File: config.mk
export PLATFORM = sky130hd
export DESIGN_NAME = inst_fetch
export DESIGN_NICKNAME = d
export VERILOG_FILES = /design/src/rtl/inst_fetch.sv
export SDC_FILE = /design/constraint.sdc
export NUM_CORES = 1
export LEC_CHECK = 0
export ABC_AREA = 1
export BUFFER_PORTS_ARGS = -buffer_cell sky130_fd_sc_hd__buf_2
export CAP_MARGIN = 30
export CORE_MARGIN = 10
export CORE_UTILIZATION = 51
export CTS_CLUSTER_SIZE = 12
export DETAILED_ROUTE_END_ITERATION = 8
export PLACE_DENSITY = 0.8
export SKIP_CTS_REPAIR_TIMING = 1
export SLEW_MARGIN = 15
export SYNTH_ARGS = -nofsm -noshare
export SYNTH_HDL_FRONTEND = slang
export SYNTH_SLANG_ARGS = --single-unit
File: constraint.sdc
create_clock -name clk -period 4.38 [get_ports clk]
set_input_delay 0.876 -clock clk [delete_from_list [all_inputs] [get_ports clk]]
set_output_delay 0.876 -clock clk [all_outputs]
set_load 0.1 [all_outputs]
File: src/rtl/inst_fetch.sv
// inst_fetch: owns the PC, issues credit-limited word reads to imem and queues returned instructions.
// Build option FETCH_MISALIGN_CHK_EN: a misaligned redirect target raises misalign_err and halts fetch.
module inst_fetch #(
  parameter logic [31:0] RESET_PC        = 32'h0000_0000,
  parameter int          FIFO_DEPTH      = 2,
  parameter int          MAX_OUTSTANDING = 2
) (
  input  logic        clk,
  input  logic        rst,
  output logic        imem_req,
  output logic [31:0] imem_addr,
  input  logic        imem_gnt,
  input  logic        imem_rvalid,
  input  logic [31:0] imem_rdata,
  output logic [31:0] op_value,
  output logic [31:0] op_pc,
  output logic        op_valid,
  input  logic        op_ready,
  input  logic        pcsrc,
  input  logic [31:0] pc_target,
  output logic        misalign_err
);

  localparam int AW = $clog2(FIFO_DEPTH);
  localparam int CW = AW + 1;
  localparam int QW = (MAX_OUTSTANDING > 1) ? $clog2(MAX_OUTSTANDING) : 1;
  localparam logic [CW:0]   DEPTH_C = (CW+1)'(FIFO_DEPTH);
  localparam logic [CW-1:0] MAX_C   = CW'(MAX_OUTSTANDING);
  localparam logic [QW-1:0] QLAST   = QW'(MAX_OUTSTANDING - 1);

  typedef enum logic [1:0] {BOOT, RUN, HOLD, HALT} state_t;

  state_t        state_reg;
  logic [31:0]   fetch_pc_reg;
  logic [CW-1:0] fifo_count_reg;
  logic [CW-1:0] outstanding_reg;
  logic [CW-1:0] drop_cnt_reg;
  logic [AW-1:0] rd_ptr_reg;
  logic [AW-1:0] wr_ptr_reg;
  logic [QW-1:0] iq_rd_reg;
  logic [QW-1:0] iq_wr_reg;
  logic [31:0]   fifo_data_reg [FIFO_DEPTH];
  logic [31:0]   fifo_pc_reg   [FIFO_DEPTH];
  logic [31:0]   iq_pc_reg     [MAX_OUTSTANDING];

  logic [CW:0]   used;
  logic          credit_ok;
  logic          issue;
  logic          resp;
  logic          push;
  logic          pop;
  logic          halt_now;
  logic [31:0]   target_pc;

  // Live requests are those outstanding that will not be dropped; they already own a FIFO slot.
  assign used      = {1'b0, fifo_count_reg} + {1'b0, outstanding_reg} - {1'b0, drop_cnt_reg};
  assign credit_ok = used < DEPTH_C;
  assign imem_req  = (state_reg == RUN) && credit_ok && (outstanding_reg < MAX_C) && !pcsrc;
  assign imem_addr = fetch_pc_reg;
  assign issue     = imem_req && imem_gnt;
  assign resp      = imem_rvalid && (outstanding_reg != '0);
  assign push      = resp && (drop_cnt_reg == '0) && !pcsrc && (state_reg != HALT);
  assign op_valid  = fifo_count_reg != '0;
  assign pop       = op_valid && op_ready && !pcsrc;
  assign target_pc = pc_target & 32'hFFFF_FFFC;
  assign op_value  = op_valid ? fifo_data_reg[rd_ptr_reg] : '0;
  assign op_pc     = op_valid ? fifo_pc_reg[rd_ptr_reg] : '0;

`ifdef FETCH_MISALIGN_CHK_EN
  logic misalign_reg;

  assign halt_now     = pcsrc && (pc_target[1:0] != 2'b00);
  assign misalign_err = misalign_reg;

  always_ff @(posedge clk) begin
    if (rst) begin
      misalign_reg <= 1'b0;
    end else if (halt_now) begin
      misalign_reg <= 1'b1;
    end
  end
`else
  assign halt_now     = 1'b0;
  assign misalign_err = 1'b0;
`endif

  // Storage needs no reset: the head is gated by op_valid and entries are written before use.
  always_ff @(posedge clk) begin
    if (push) begin
      fifo_data_reg[wr_ptr_reg] <= imem_rdata;
      fifo_pc_reg[wr_ptr_reg]   <= iq_pc_reg[iq_rd_reg];
    end
    if (issue) begin
      iq_pc_reg[iq_wr_reg] <= fetch_pc_reg;
    end
  end

  always_ff @(posedge clk) begin
    if (rst) begin
      state_reg       <= BOOT;
      fetch_pc_reg    <= RESET_PC;
      fifo_count_reg  <= '0;
      outstanding_reg <= '0;
      drop_cnt_reg    <= '0;
      rd_ptr_reg      <= '0;
      wr_ptr_reg      <= '0;
      iq_rd_reg       <= '0;
      iq_wr_reg       <= '0;
    end else begin
      outstanding_reg <= outstanding_reg + CW'(issue) - CW'(resp);
      if (pcsrc) begin
        // Everything still in flight after this cycle belongs to the old path.
        fetch_pc_reg   <= target_pc;
        fifo_count_reg <= '0;
        rd_ptr_reg     <= '0;
        wr_ptr_reg     <= '0;
        iq_rd_reg      <= '0;
        iq_wr_reg      <= '0;
        drop_cnt_reg   <= outstanding_reg - CW'(resp);
      end else begin
        if (issue) begin
          fetch_pc_reg <= fetch_pc_reg + 32'd4;
          iq_wr_reg    <= (iq_wr_reg == QLAST) ? '0 : iq_wr_reg + QW'(1);
        end
        if (resp && (drop_cnt_reg != '0)) begin
          drop_cnt_reg <= drop_cnt_reg - CW'(1);
        end
        if (push) begin
          wr_ptr_reg <= wr_ptr_reg + AW'(1);
          iq_rd_reg  <= (iq_rd_reg == QLAST) ? '0 : iq_rd_reg + QW'(1);
        end
        if (pop) begin
          rd_ptr_reg <= rd_ptr_reg + AW'(1);
        end
        fifo_count_reg <= fifo_count_reg + CW'(push) - CW'(pop);
      end

      // A redirect empties the FIFO and retires live credit, so fetch may resume at once.
      case (state_reg)
        BOOT:    state_reg <= RUN;
        RUN:     if (!credit_ok && !pcsrc) state_reg <= HOLD;
        HOLD:    if (credit_ok || pcsrc) state_reg <= RUN;
        default: state_reg <= HALT;
      endcase
      if (halt_now) begin
        state_reg <= HALT;
      end
    end
  end

endmodule

Yosys cells after proc, flatten, opt, wreduce, memory -nomap -nowiden:

Memories as Yosys holds them, arrays and structs flattened. A register that Yosys moved wholly into a read port is not among the register bits.
Index checks and enable logic that the tools add are counted.

* bitwise logic cells: 0
* add/sub/neg operators: 13
* reductions and logical operators: 24
* equal/unequal tests: 5
* shift operators: 0
* multipliers: 0
* magnitude comparators: 2
* muxes and demuxes: 21
* divide/modulo/power cells: 0

Operators with widths (count)
* 32-bit two-way mux: 4
* 32-bit by 3-bit adder with 32-bit output, second input constant: 1
* 1-bit logical AND: 12
* 1-bit two-way mux: 12
* 2-bit nonzero test: 5
* 2-bit two-way mux: 4
* 2-bit case mux with 3 select lines: 1
* 2-bit by 1-bit subtractor with 2-bit output: 3
* 1-bit adder, second input constant: 4
* 2-bit by 1-bit adder with 2-bit output: 2
* 2-bit zero test: 2
* 2-bit inequality test, second input constant: 2
* 2-bit by 2-bit adder with 3-bit output: 1
* 3-bit by 2-bit less-than comparator with 1-bit output, second input constant: 1
* 3-bit by 2-bit subtractor with 3-bit output: 1
* 2-bit by 1-bit equality test with 1-bit output, second input constant: 1
* 2-bit equality test, second input constant: 1
* 1-bit zero test: 2
* 2-bit less-than comparator, second input constant: 1
* 2-bit by 1-bit inequality test with 1-bit output, second input constant: 1
* 2-bit AND reduction: 1
* 2-bit OR reduction: 1
* 2-bit by 1-bit subtractor with 2-bit output, second input constant: 1
* 1-bit logical OR: 1

* ROM bits: 0
* output and inout port bits: 99
* flip-flop bits (word level): 44
* bits of input ports: 70
* memories: 3
* memory bits (writable): 192
* logic and storage cells: 78
* latch bits: 0

Memories
* fifo_data_reg: depth 2, bits a word 32, read ports 1, clocked after Yosys merged registers in 1, write ports 1, RTL line 42 `logic [31:0] fifo_data_reg [FIFO_DEPTH];`
* fifo_pc_reg: depth 2, bits a word 32, read ports 1, clocked after Yosys merged registers in 1, write ports 1, RTL line 43 `logic [31:0] fifo_pc_reg [FIFO_DEPTH];`
* iq_pc_reg: depth 2, bits a word 32, read ports 1, clocked after Yosys merged registers in 1, write ports 1, RTL line 44 `logic [31:0] iq_pc_reg [MAX_OUTSTANDING];`

Logic depth before layout (Yosys ltp):

Gate-level depths: netlist (run 1).

* depth in word-level cells: 9
* depth in mapped cells: 17

Worst setup path after synthesis (run 1):

No wires, ideal clock.

* path kind: input-to-reg
* start: input port imem_rvalid
* end: memory fifo_data_reg[0][0], enable pin
* stages on the path: 4
* arrival time: 3.902 ns
* path buffers: 0
* path slack: -0.005 ns
* data required time: 3.897 ns
* library setup time: 0.483 ns
* path through: o21ai_0 > inv_1 > nand4_1 > nor2_1

* cells in the longest elaborated chain, start to end: 6

Ends and longest elaborated chain
* start: declaration: RTL line 13 `input logic imem_rvalid,`
* 1-bit logical AND: RTL line 61 `assign resp = imem_rvalid && (outstanding_reg != '0);`
* 1-bit logical AND (3 in series): RTL line 62 `assign push = resp && (drop_cnt_reg == '0) && !pcsrc && (state_reg != HALT);`
* 1-bit two-way mux: RTL line 89 `if (push) begin`
* 1-bit two-way mux (implied by the code): RTL line 90 `fifo_data_reg[wr_ptr_reg] <= imem_rdata;`
* end: declaration: RTL line 42

Every way passes these cells.

Final worst setup path (run 1):

* start: register outstanding_reg[1]
* end: output port imem_req

* cells in the longest elaborated chain, start to end: 6

Ends and longest elaborated chain
* start: declaration: RTL line 36 `logic [CW-1:0] outstanding_reg;`
* start signal: assignment: RTL line 110 `outstanding_reg <= outstanding_reg + CW'(issue) - CW'(resp);`
* 2-bit by 2-bit adder with 3-bit output: RTL line 56 `assign used = {1'b0, fifo_count_reg} + {1'b0, outstanding_reg} - {1'b0, drop_cnt_reg};`
* 3-bit by 2-bit subtractor with 3-bit output: RTL line 56
* 3-bit by 2-bit less-than comparator with 1-bit output: RTL line 57 `assign credit_ok = used < DEPTH_C;`
* 1-bit logical AND: RTL line 58 `assign imem_req = (state_reg == RUN) && credit_ok && (outstanding_reg < MAX_C) && !pcsrc;`
* 1-bit logical AND (*) (2 in series): RTL line 58
* end: declaration: RTL line 10 `output logic imem_req,`

Mark *: on every way between the ends. The rest lies on a longest branch, timed or not.

==> impl_results.md, run 1 <==
* Int Power at 3.83 mW
* Top cell by count, worst path: fa_1
* Minimum clock period at 3640 ps
* CTS tree: yes
* Unrepaired setup endpoints after global routing: no
* Antenna diodes at 0
* Pin count of the biggest net entering global routing at 63
* Final Skew at 16.6 ps
* Leakage power at 4.61 nW
* Fin util at 61.7%
* Final net count at 1,138
* Buf+Inv Stages, Crit Path at 2
* Crit-path cells: fa_1, inv_1, fa_1, nand3_1, nor2_1, buf_2
* Initial antenna violation count at 0
* PwrDens at 461 nW/um2
* Clk network pwr share at 36.7%
* Hold_ws at 481 ps
* Clock Latency Late Sink at 510 ps
* DRT Pass-1 Iters at 5
* Max reg flops at 64
* Antenna Nets Post-Route at 0
* CP arrival at 2760 ps
* Fill count at 1,469
* Synth top area share at 56.9%
* Critical Path Fanout Max at 6
* Avg Inst Size Synth at 10.8 um2
* Critical path's slowest cell: fa_1
* First-pass GRT wire length at 36,000 um
* I/O pin total at 169
* Ys async rst share at 0%
* Final TNS setup at 0 ps
* Worst vdd ir at 0.337 mV
* Max stage delay on crit path at 560 ps
* H-tree depth at 1
* Die area at 24,900 um2
* EDFF count, synth at 184
* Hold Crit Class: flop to flop
* Net Sw Power at 1.49 mW
* WL/cell at 17.8 um
* Pwr Total at 5.32 mW
* Most frequent cells in the layout: nand2_1 (249), edfxtp_1 (184), buf_2 (161), a21oi_1 (84), inv_1 (72)
* Final setup vio count at 0
* Post-synthesis cell type count at 39
* Slew HR at 38.1%
* Most used DFF post-synth: edfxtp_1
* Final-report hold violation count at 0
* Layout cells sized above 1 at 24.5%
* CP endpoint kind: primary output
* Total CTS buffers at 25
* DP Wirelength at 15,300 um
* Vias in the first global route at 6,806
* Crit share post-route at 83.1%
* Sw frac at 28.0%
* Worst Tran Pin Value at 925 ps
* Mapped Area at 9700 um2
* Most common cell after layout, fill and taps aside: nand2_1
* Global placer's final weighted congestion at 0.902
* Die Span Y at 158 um
* Residual DRC at 0
* Outcome: finished clean
* Syn-to-layout area delta at 18.8%
* Initial Utilization at 51.9%
* Flop pwr share at 48.0%
* R2R setup slack at 1180 ps
* Req. time, crit path at 3500 ps
* Grt total ovfl at 0
* Post-synthesis register bit count at 228
* Largest area contributor in the netlist: edfxtp_1
* CTS clk-pin slew, worst paths at 60 ps
* Maximum clock frequency at 275 MHz
* TritonCTS Sinks at 228
* CTS root buf: clkbuf_16
* Synth top area cells: edfxtp_1 (57%), nand2_1 (9.6%), dfxtp_1 (9.1%)
* Combinational power share at 15.4%
* Setup CP Type: flop to primary output
* Core Region at 18,700 um2
* Total GRT Usage at 18.3%
* MaxCap Viol Count at 0
* Sequential area share after synthesis at 66.0%
* Vias at 6,921
* Startpoint types: flop
* Clock buffer depth at 3
* Row count at 50
* Post-Syn Instances at 895
* Fin. max-slew vios at 0
* Die Width at 158 um
* Final WL at 23,300 um
* Initial DRC Count at 498
* Synth warn at 0
* Crit path max-delay family: adder cells
* Vias/cell at 5.28
* Buffers on Ports at 161
## final timing paths
path / cells after the start / to / start
worst max-delay path: 6 / imem_req / outstanding_reg[1]
worst min-delay path: 2 / rd_ptr_reg / rd_ptr_reg
worst max register to register: 8 / iq_pc_reg[1][6] / outstanding_reg[1]
worst min register to register: 2 / rd_ptr_reg / rd_ptr_reg
## cell usage after synthesis (3+ instances only)
cell type  instances
nand2_1          249
nor2_4             5
a21oi_1           84
buf_6              3
nand4_1            3
xnor2_1            7
clkbuf_1          29
xor2_1            12
nand2_2            3
o21ai_0           19
a31oi_1            4
ha_1               8
nand3_1           34
mux2_2            30
inv_1             72
o21ai_1            8
dfxtp_1           44
nor2_2             5
nor2_1            67
edfxtp_1         184
buf_4              5
## metal layers
layer,global-route usage (%),vias to the layer above,part of all wire (%)
li1,-,3328,-
met1,22.9,3265,41
met2,30.8,285,47
met3,4.26,43,9.3
met4,5.82,0,2.6
met5,0,-,0
## per-stage QoR
stage / worst slack [ps] / instance area, um2 / std cells
6_report: 741 / 11500 / 1311
5_1_grt: 592 / 11500 / 1311
4_1_cts: 723 / 11500 / 1311
3_5_place_dp: 1210 / 10800 / 1265
3_3_place_gp: 1240 / 10800 / 1265
2_1_floorplan: -4.55 / 9720 / 899
## layout make-up
type                       count  area, um2  area share (%)
clock buffer                  36        697            6.04
sequential                   228       6410            55.6
timing repair buffer         171        906            7.86
multi-input combinational    557       2870            24.9
inverter                      75        282            2.44
tap                          234        293            2.54
clock inverter                10       77.6           0.673
## worst min-delay path, stage by stage (launching register included)
cell and delay (ps):
dfxtp_1 300, inv_1 80, a21oi_1 60
## cells by family (layout without fill, tap and decap cells)
| logic type | after synthesis | count (layout) | share of synthesized area [%] |
|---|---|---|---|
| AOI/OAI and AO/OA | 118 | 118 | 6.27 |
| xor gates and xnor gates | 19 | 19 | 1.71 |
| adders and majority gates | 10 | 10 | 1.44 |
| buffers and inverters | 114 | 292 | 4.85 |
| DFF | 228 | 228 | 66.0 |
| muxes | 30 | 30 | 3.48 |
| other | 1 | 5 | 0.0386 |
| and+or+nand+nor | 375 | 375 | 16.2 |
## power by group through the flow
| stage | Clock, mW | Combinational, mW | Sequential (mW) |
|---|---|---|---|
| 2_1_floorplan | 0 | 0.506 | 2.72 |
| 3_3_place_gp | 0 | 0.802 | 2.59 |
| 3_5_place_dp | 0 | 0.819 | 2.60 |
| 4_1_cts | 1.99 | 0.823 | 2.55 |
| 5_1_grt | 2.09 | 0.886 | 2.56 |
| 6_report | 1.95 | 0.817 | 2.55 |
Note: power is estimated with default switching activity, not from simulation.
==> inputs of run 2 (changes only) <==
- ABC_AREA: 1 -> 0
- CORE_UTILIZATION: 51 -> 55
- PLACE_DENSITY: 0.8 -> 0.82
- clock period: 4.38 -> 3.4 ns (I/O delays scaled with it)
==> run 2 against run 1 <==
Compared with the run above:
- sequential share of layout area rose by 1.5 points
- largest power group unchanged
- critical path depth did not move
- highest routed layer unchanged
- global-route usage fell by 0.54 points
- setup slack got worse by 630 ps
==> impl_results.md, run 2 <==
* Clock Latency Late Sink at 500 ps (about the same)
* CTS root buf: clkbuf_16
* Synth top area share at 59.3% (+2.3 points)
* Setup CP Type: flop to primary output
* Max stage delay on crit path at 530 ps (-30 ps)
* Most frequent cell after synthesis: edfxtp_1
* Most frequent cells in the layout: edfxtp_1 (184), buf_2 (160), nor2_1 (84), mux2i_1 (62), dfxtp_1 (43)
* M3 GR Usage at 4.35% (+0.091 points)
* Final Instance Count excl. Fillers at 1,082 (-17%)
* WL/cell at 19.0 um (+6.8%)
* CTS tree: yes
* Fin. max-slew vios at 0 (unchanged)
* Vias in the first global route at 5,859 (-14%)
* Sequential area share after synthesis at 68.7% (+2.7 points)
* Post-synthesis register bit count at 228 (unchanged)
* GR Layer Usage met1 at 22.2% (-0.72 points)
* Cells after DPL at 1,037 (-18%)
* Initial DRC Count at 407 (-18%)
* Core Region at 16,600 um2 (-11%)
* Total CTS buffers at 24 (-4.0%)
* Clk network pwr share at 33.7% (-3.0 points)
* Ys async rst share at 0% (unchanged)
* Max reg flops at 64 (unchanged)
* Worst vdd ir at 0.577 mV (+71%)
* Top cell by count, worst path: fa_1
* PwrDens at 638 nW/um2 (+38%)
* Largest area contributor in the netlist: edfxtp_1
* Synth top area cells: edfxtp_1 (59%), dfxtp_1 (9.4%), mux2i_1 (6.7%)
* Mapped Area at 9320 um2 (-3.9%)
* Antenna diodes at 0 (unchanged)
* Minimum clock period at 3290 ps
* Fin area at 11,200 um2 (-2.6%)
* Initial antenna violation count at 0 (unchanged)
* Final setup vio count at 0 (unchanged)
* Global-route track usage on met2 at 30.1% (-0.70 points)
* Initial Utilization at 56.2% (+4.3 points)
* Sw frac at 28.6% (+0.54 points)
* Final net count at 924 (-19%)
* Row count at 47 (-6.0%)
* Avg Inst Size Synth at 13.9 um2 (+28%)
* Most used DFF post-synth: edfxtp_1
* MaxCap Viol Count at 0 (unchanged)
* Final Skew at 11.2 ps (-5.38 ps)
* TritonCTS Sinks at 228 (unchanged)
* I/O pin total at 169 (unchanged)
* Syn-to-layout area delta at 20.5%
* Vias/cell at 5.59 (+5.8%)
* Buf+Inv Stages, Crit Path at 2 (unchanged)
* Crit path max-delay family: adder cells
* Hold Crit Class: primary input to flop
* Placement Setup Slack at 285 ps (-923 ps)
* Crit-path cells: fa_1, inv_1, fa_1, xnor2_2, and3_4, buf_12
* Layout cells sized above 1 at 29.5% (+5.0 points)
* Post-Syn Instances at 673 (-25%)
* Int Power at 5.12 mW (+34%)
* Crit share post-route at 96.7%
* Synth top cells by count: edfxtp_1 (184), nor2_1 (88), mux2i_1 (62), dfxtp_1 (44), nand2_1 (32)
* Grt total ovfl at 0 (unchanged)
* Flop pwr share at 47.3% (-0.7 points)
* Vias at 6,043 (-13%)
* Final-report hold violation count at 0 (unchanged)
* Net Sw Power at 2.05 mW (+37%)
* Pwr Total at 7.16 mW (+35%)
* CP arrival at 2610 ps (-150 ps)
* Placed cell area at 10,500 um2 (-2.8%)
* Residual DRC at 0 (unchanged)
* DRT Pass-1 Iters at 7 (+2)
* Die area at 22,600 um2 (-9.6%)
* Die Span Y at 150 um (-4.9%)
* Slew HR at 47.3% (+9.1 points)
* Startpoint types: flop
* Most Used Layer, Global Route: met2
* Maximum clock frequency at 304 MHz
* Combinational power share at 18.9% (+3.5 points)
* Req. time, crit path at 2720 ps (-780 ps)
* Final TNS setup at 0 ps (unchanged)
* DP Wirelength at 14,100 um (-7.9%)
* First-pass GRT wire length at 31,800 um (-12%)
* CP endpoint kind: primary output
* Die Width at 150 um (-4.9%)
* Post-synthesis cell type count at 49 (+26%)
* Antenna Nets Post-Route at 0 (unchanged)
* Pin count of the biggest net entering global routing at 53 (-16%)
* Critical Path Fanout Max at 5 (-1)
* Most common cell after layout, fill and taps aside: edfxtp_1
* CTS clk-pin slew, worst paths at 60 ps (about the same)
* Leakage power at 4.16 nW (-9.6%)
* Final WL at 20,600 um (-12%)
* Outcome: finished clean
* Synth warn at 0 (unchanged)
* Final worst slack at 113 ps (-628 ps)
* EDFF count, synth at 184 (unchanged)
* H-tree depth at 1 (unchanged)
* Worst Tran Pin Value at 790 ps (-135 ps)
* Buffers on Ports at 161 (unchanged)
* Clock buffer depth at 3 (unchanged)
* Total GRT Usage at 17.8% (-0.54 points)
* Critical path's slowest cell: fa_1
* Global placer's final weighted congestion at 0.834 (-7.5%)
==> run 2: worst paths after layout <==
| kind | from | end | slack [ps] | cells after the start |
|---|---|---|---|---|
| setup / recovery | outstanding_reg[1] | imem_req | 110 | 6 |
| hold / removal | imem_rdata[21] | fifo_data_reg[1][21] | 370 | 1 |
| setup reg to reg | outstanding_reg[1] | outstanding_reg[1] | 380 | 12 |
| hold reg to reg | iq_rd_reg | flop | 500 | 2 |
==> run 2: routing by layer <==
layer / wire [um] / up-vias
met5: 0 / -
met4: 361 / 0
met3: 1650 / 26
met2: 10200 / 247
met1: 8320 / 2923
li1: - / 2847
==> run 2: layout make-up <==
type	instances	area (um2)
sequential	228	6410
fill	1182	5350
multi-input combinational	397	2750
timing repair buffer	180	1010
clock buffer	39	719
tap	220	275
inverter	13	48.8
clock inverter	5	23.8
==> run 2: cell families after synthesis <==
logic type	after synthesis	share of synthesized area (%)
flip-flops	228	68.7
AND/OR/NAND/NOR	197	10.3
multiplexers	96	10.8
AO/OA/AOI/OAI	73	4.79
buffers and inverters	52	2.39
XOR/XNOR	16	1.50
adder cells (fa/ha/maj)	10	1.50
other	1	0.0402
==> run 2: power groups by stage <==
stage	Combinational (mW)	Sequential, mW	Clock, mW
2_1_floorplan	0.812	3.60	0
3_3_place_gp	1.25	3.43	0
3_5_place_dp	1.28	3.45	0
4_1_cts	1.29	3.39	2.45
5_1_grt	1.45	3.41	2.59
6_report	1.36	3.39	2.42
==> run 2: metrics by stage <==
stage	util, %	hold WS [ps]
floorplan	-	472
global placement	63.1	480
detailed placement	63.1	492
CTS	67.5	351
global route	67.8	345
finish	67.8	367
==> inputs of run 3 (changes only) <==
- CORE_UTILIZATION: 55 -> 30
- PLACE_DENSITY: 0.82 -> 0.51
==> run 3 against run 2 <==
Compared with the run above:
- count of clock-buffer cells in the layout down 2
- critical path depth unchanged
- final cell count up 17%
- wire length up 14%
- critical endpoint unchanged
- highest routed layer unchanged
==> impl_results.md, run 3 (synthesis results as in run 2) <==
* Grt total ovfl at 0 (unchanged)
* Crit path max-delay family: adder cells
* Syn-to-layout area delta at 24.3%
* Vias/cell at 4.60 (-18%)
* Max reg flops at 64 (unchanged)
* Total CTS buffers at 26 (+8.3%)
* CP endpoint kind: primary output
* Final setup vio count at 0 (unchanged)
* Hold Crit Class: primary input to flop
* H-tree depth at 1 (unchanged)
* Die Span Y at 196 um (+31%)
* Placed cell area at 10,700 um2 (+2.4%)
* WL/cell at 18.5 um (-2.5%)
* Worst vdd ir at 0.368 mV (-36%)
* Req. time, crit path at 2720 ps (about the same)
* Clock buffer depth at 3 (unchanged)
* Initial Utilization at 30.5% (-26 points)
* Startpoint types: flop
* Crit share post-route at 95.9% (-0.79 points)
* First-pass GRT wire length at 35,500 um (+12%)
* CTS root buf: clkbuf_16
* Minimum clock period at 3260 ps (-26.7 ps)
* Antenna diodes at 0 (unchanged)
* Most common cell after layout, fill and taps aside: edfxtp_1
* Final net count at 928 (+0.43%)
* Vias at 5,819 (-3.7%)
* DRT Pass-1 Iters at 4 (-3)
* Initial DRC Count at 260 (-36%)
* TritonCTS Sinks at 228 (unchanged)
* Buffers on Ports at 161 (unchanged)
* Pin count of the biggest net entering global routing at 63 (+19%)
* Outcome: finished clean
* Most frequent cells in the layout: edfxtp_1 (184), buf_2 (160), nor2_1 (84), mux2i_1 (62), dfxtp_1 (43)
* Buf+Inv Stages, Crit Path at 2 (unchanged)
* Worst Tran Pin Value at 810 ps (+20.4 ps)
* Critical path's slowest cell: fa_1
* CTS clk-pin slew, worst paths at 60 ps (about the same)
* Total GRT Usage at 11.7% (-6.1 points)
* Row count at 64 (+36%)
* PwrDens at 645 nW/um2 (+1.1%)
* Layout cells sized above 1 at 30.2% (+0.72 points)
* Leakage power at 4.23 nW (+1.6%)
* Setup CP Type: flop to primary output
* CTS tree: yes
* Final Skew at 24.7 ps (+13.5 ps)
* Placement Setup Slack at 367 ps (+81.6 ps)
* Cells after DPL at 1,215 (+17%)
* Die area at 38,500 um2 (+71%)
* CP arrival at 2580 ps (-30 ps)
* DP Wirelength at 15,800 um (+12%)
* Fin. max-slew vios at 0 (unchanged)
* MaxCap Viol Count at 0 (unchanged)
* Maximum clock frequency at 307 MHz (+0.82%)
* Clock Latency Late Sink at 530 ps (+30 ps)
* Max stage delay on crit path at 530 ps (about the same)
* Fin area at 11,600 um2 (+3.2%)
* Crit-path cells: fa_1, inv_1, fa_1, xnor2_2, and3_1, buf_6
* Hold_ws at 342 ps (-24.4 ps)
* Final WL at 23,400 um (+14%)
* Antenna Nets Post-Route at 0 (unchanged)
* Die Width at 196 um (+31%)
* Residual DRC at 0 (unchanged)
* Final-report hold violation count at 0 (unchanged)
* Critical Path Fanout Max at 5 (unchanged)
* Final Instance Count excl. Fillers at 1,264 (+17%)
* Slew HR at 45.5% (-1.8 points)
* Unrepaired setup endpoints after global routing: no
* Final worst slack at 140 ps (+26.7 ps)
* Vias in the first global route at 5,768 (-1.6%)
* Initial antenna violation count at 0 (unchanged)
* I/O pin total at 169 (unchanged)
* Core Region at 30,600 um2 (+84%)
* Top cell by count, worst path: fa_1
* Global placer's final weighted congestion at 0.755 (-9.5%)
-- run 3: cell count changes in the layout (fill, tap and decap cells not counted), moves of 2 or more --
cell | previous run | this run
bufinv_16 | 0 | 2
clkbuf_1 | 11 | 6
clkbuf_8 | 2 | 5
clkinv_1 | 1 | 3
clkinvlp_4 | 0 | 2
-- run 3: through the flow --
step	TNS (ps)	power, mW	utilization [%]
2_1_floorplan	-98590	4.41	-
3_3_place_gp	0	4.76	35.0
3_5_place_dp	0	4.77	35.0
4_1_cts	-209	7.54	37.8
5_1_grt	0	7.81	37.9
6_report	0	7.47	37.9
-- run 3: power breakdown --
part / internal, mW / switching, mW / total [mW]
Combinational: 0.399 / 0.952 / 1.35
Clock: 1.67 / 1.07 / 2.74
Sequential: 3.27 / 0.120 / 3.39
Total: 5.33 / 2.14 / 7.47
-- run 3: worst paths after layout --
path                                          from                  end  slack (ps)  cells past startpoint
worst min register to register          rd_ptr_reg           rd_ptr_reg         510                      2
worst max register to register  outstanding_reg[1]   outstanding_reg[1]         400                     13
worst max-delay path            outstanding_reg[1]             imem_req         140                      6
worst min-delay path                 imem_rdata[4]  fifo_data_reg[0][4]         340                      1
-- run 3: metal layers --
layer / wire length, um / global-route usage (%)
met1: 10200 / 15.2
met2: 11100 / 19.2
met5: 0 / 0
met4: 478 / 3.11
met3: 1640 / 2.76
-- run 3: final cells by class --
type | count | area [um2]
clock buffer | 37 | 742
sequential | 228 | 6410
tap | 396 | 495
clock inverter | 11 | 118
multi-input combinational | 397 | 2750
timing repair buffer | 182 | 1030
fill | 2958 | 19000
inverter | 13 | 48.8
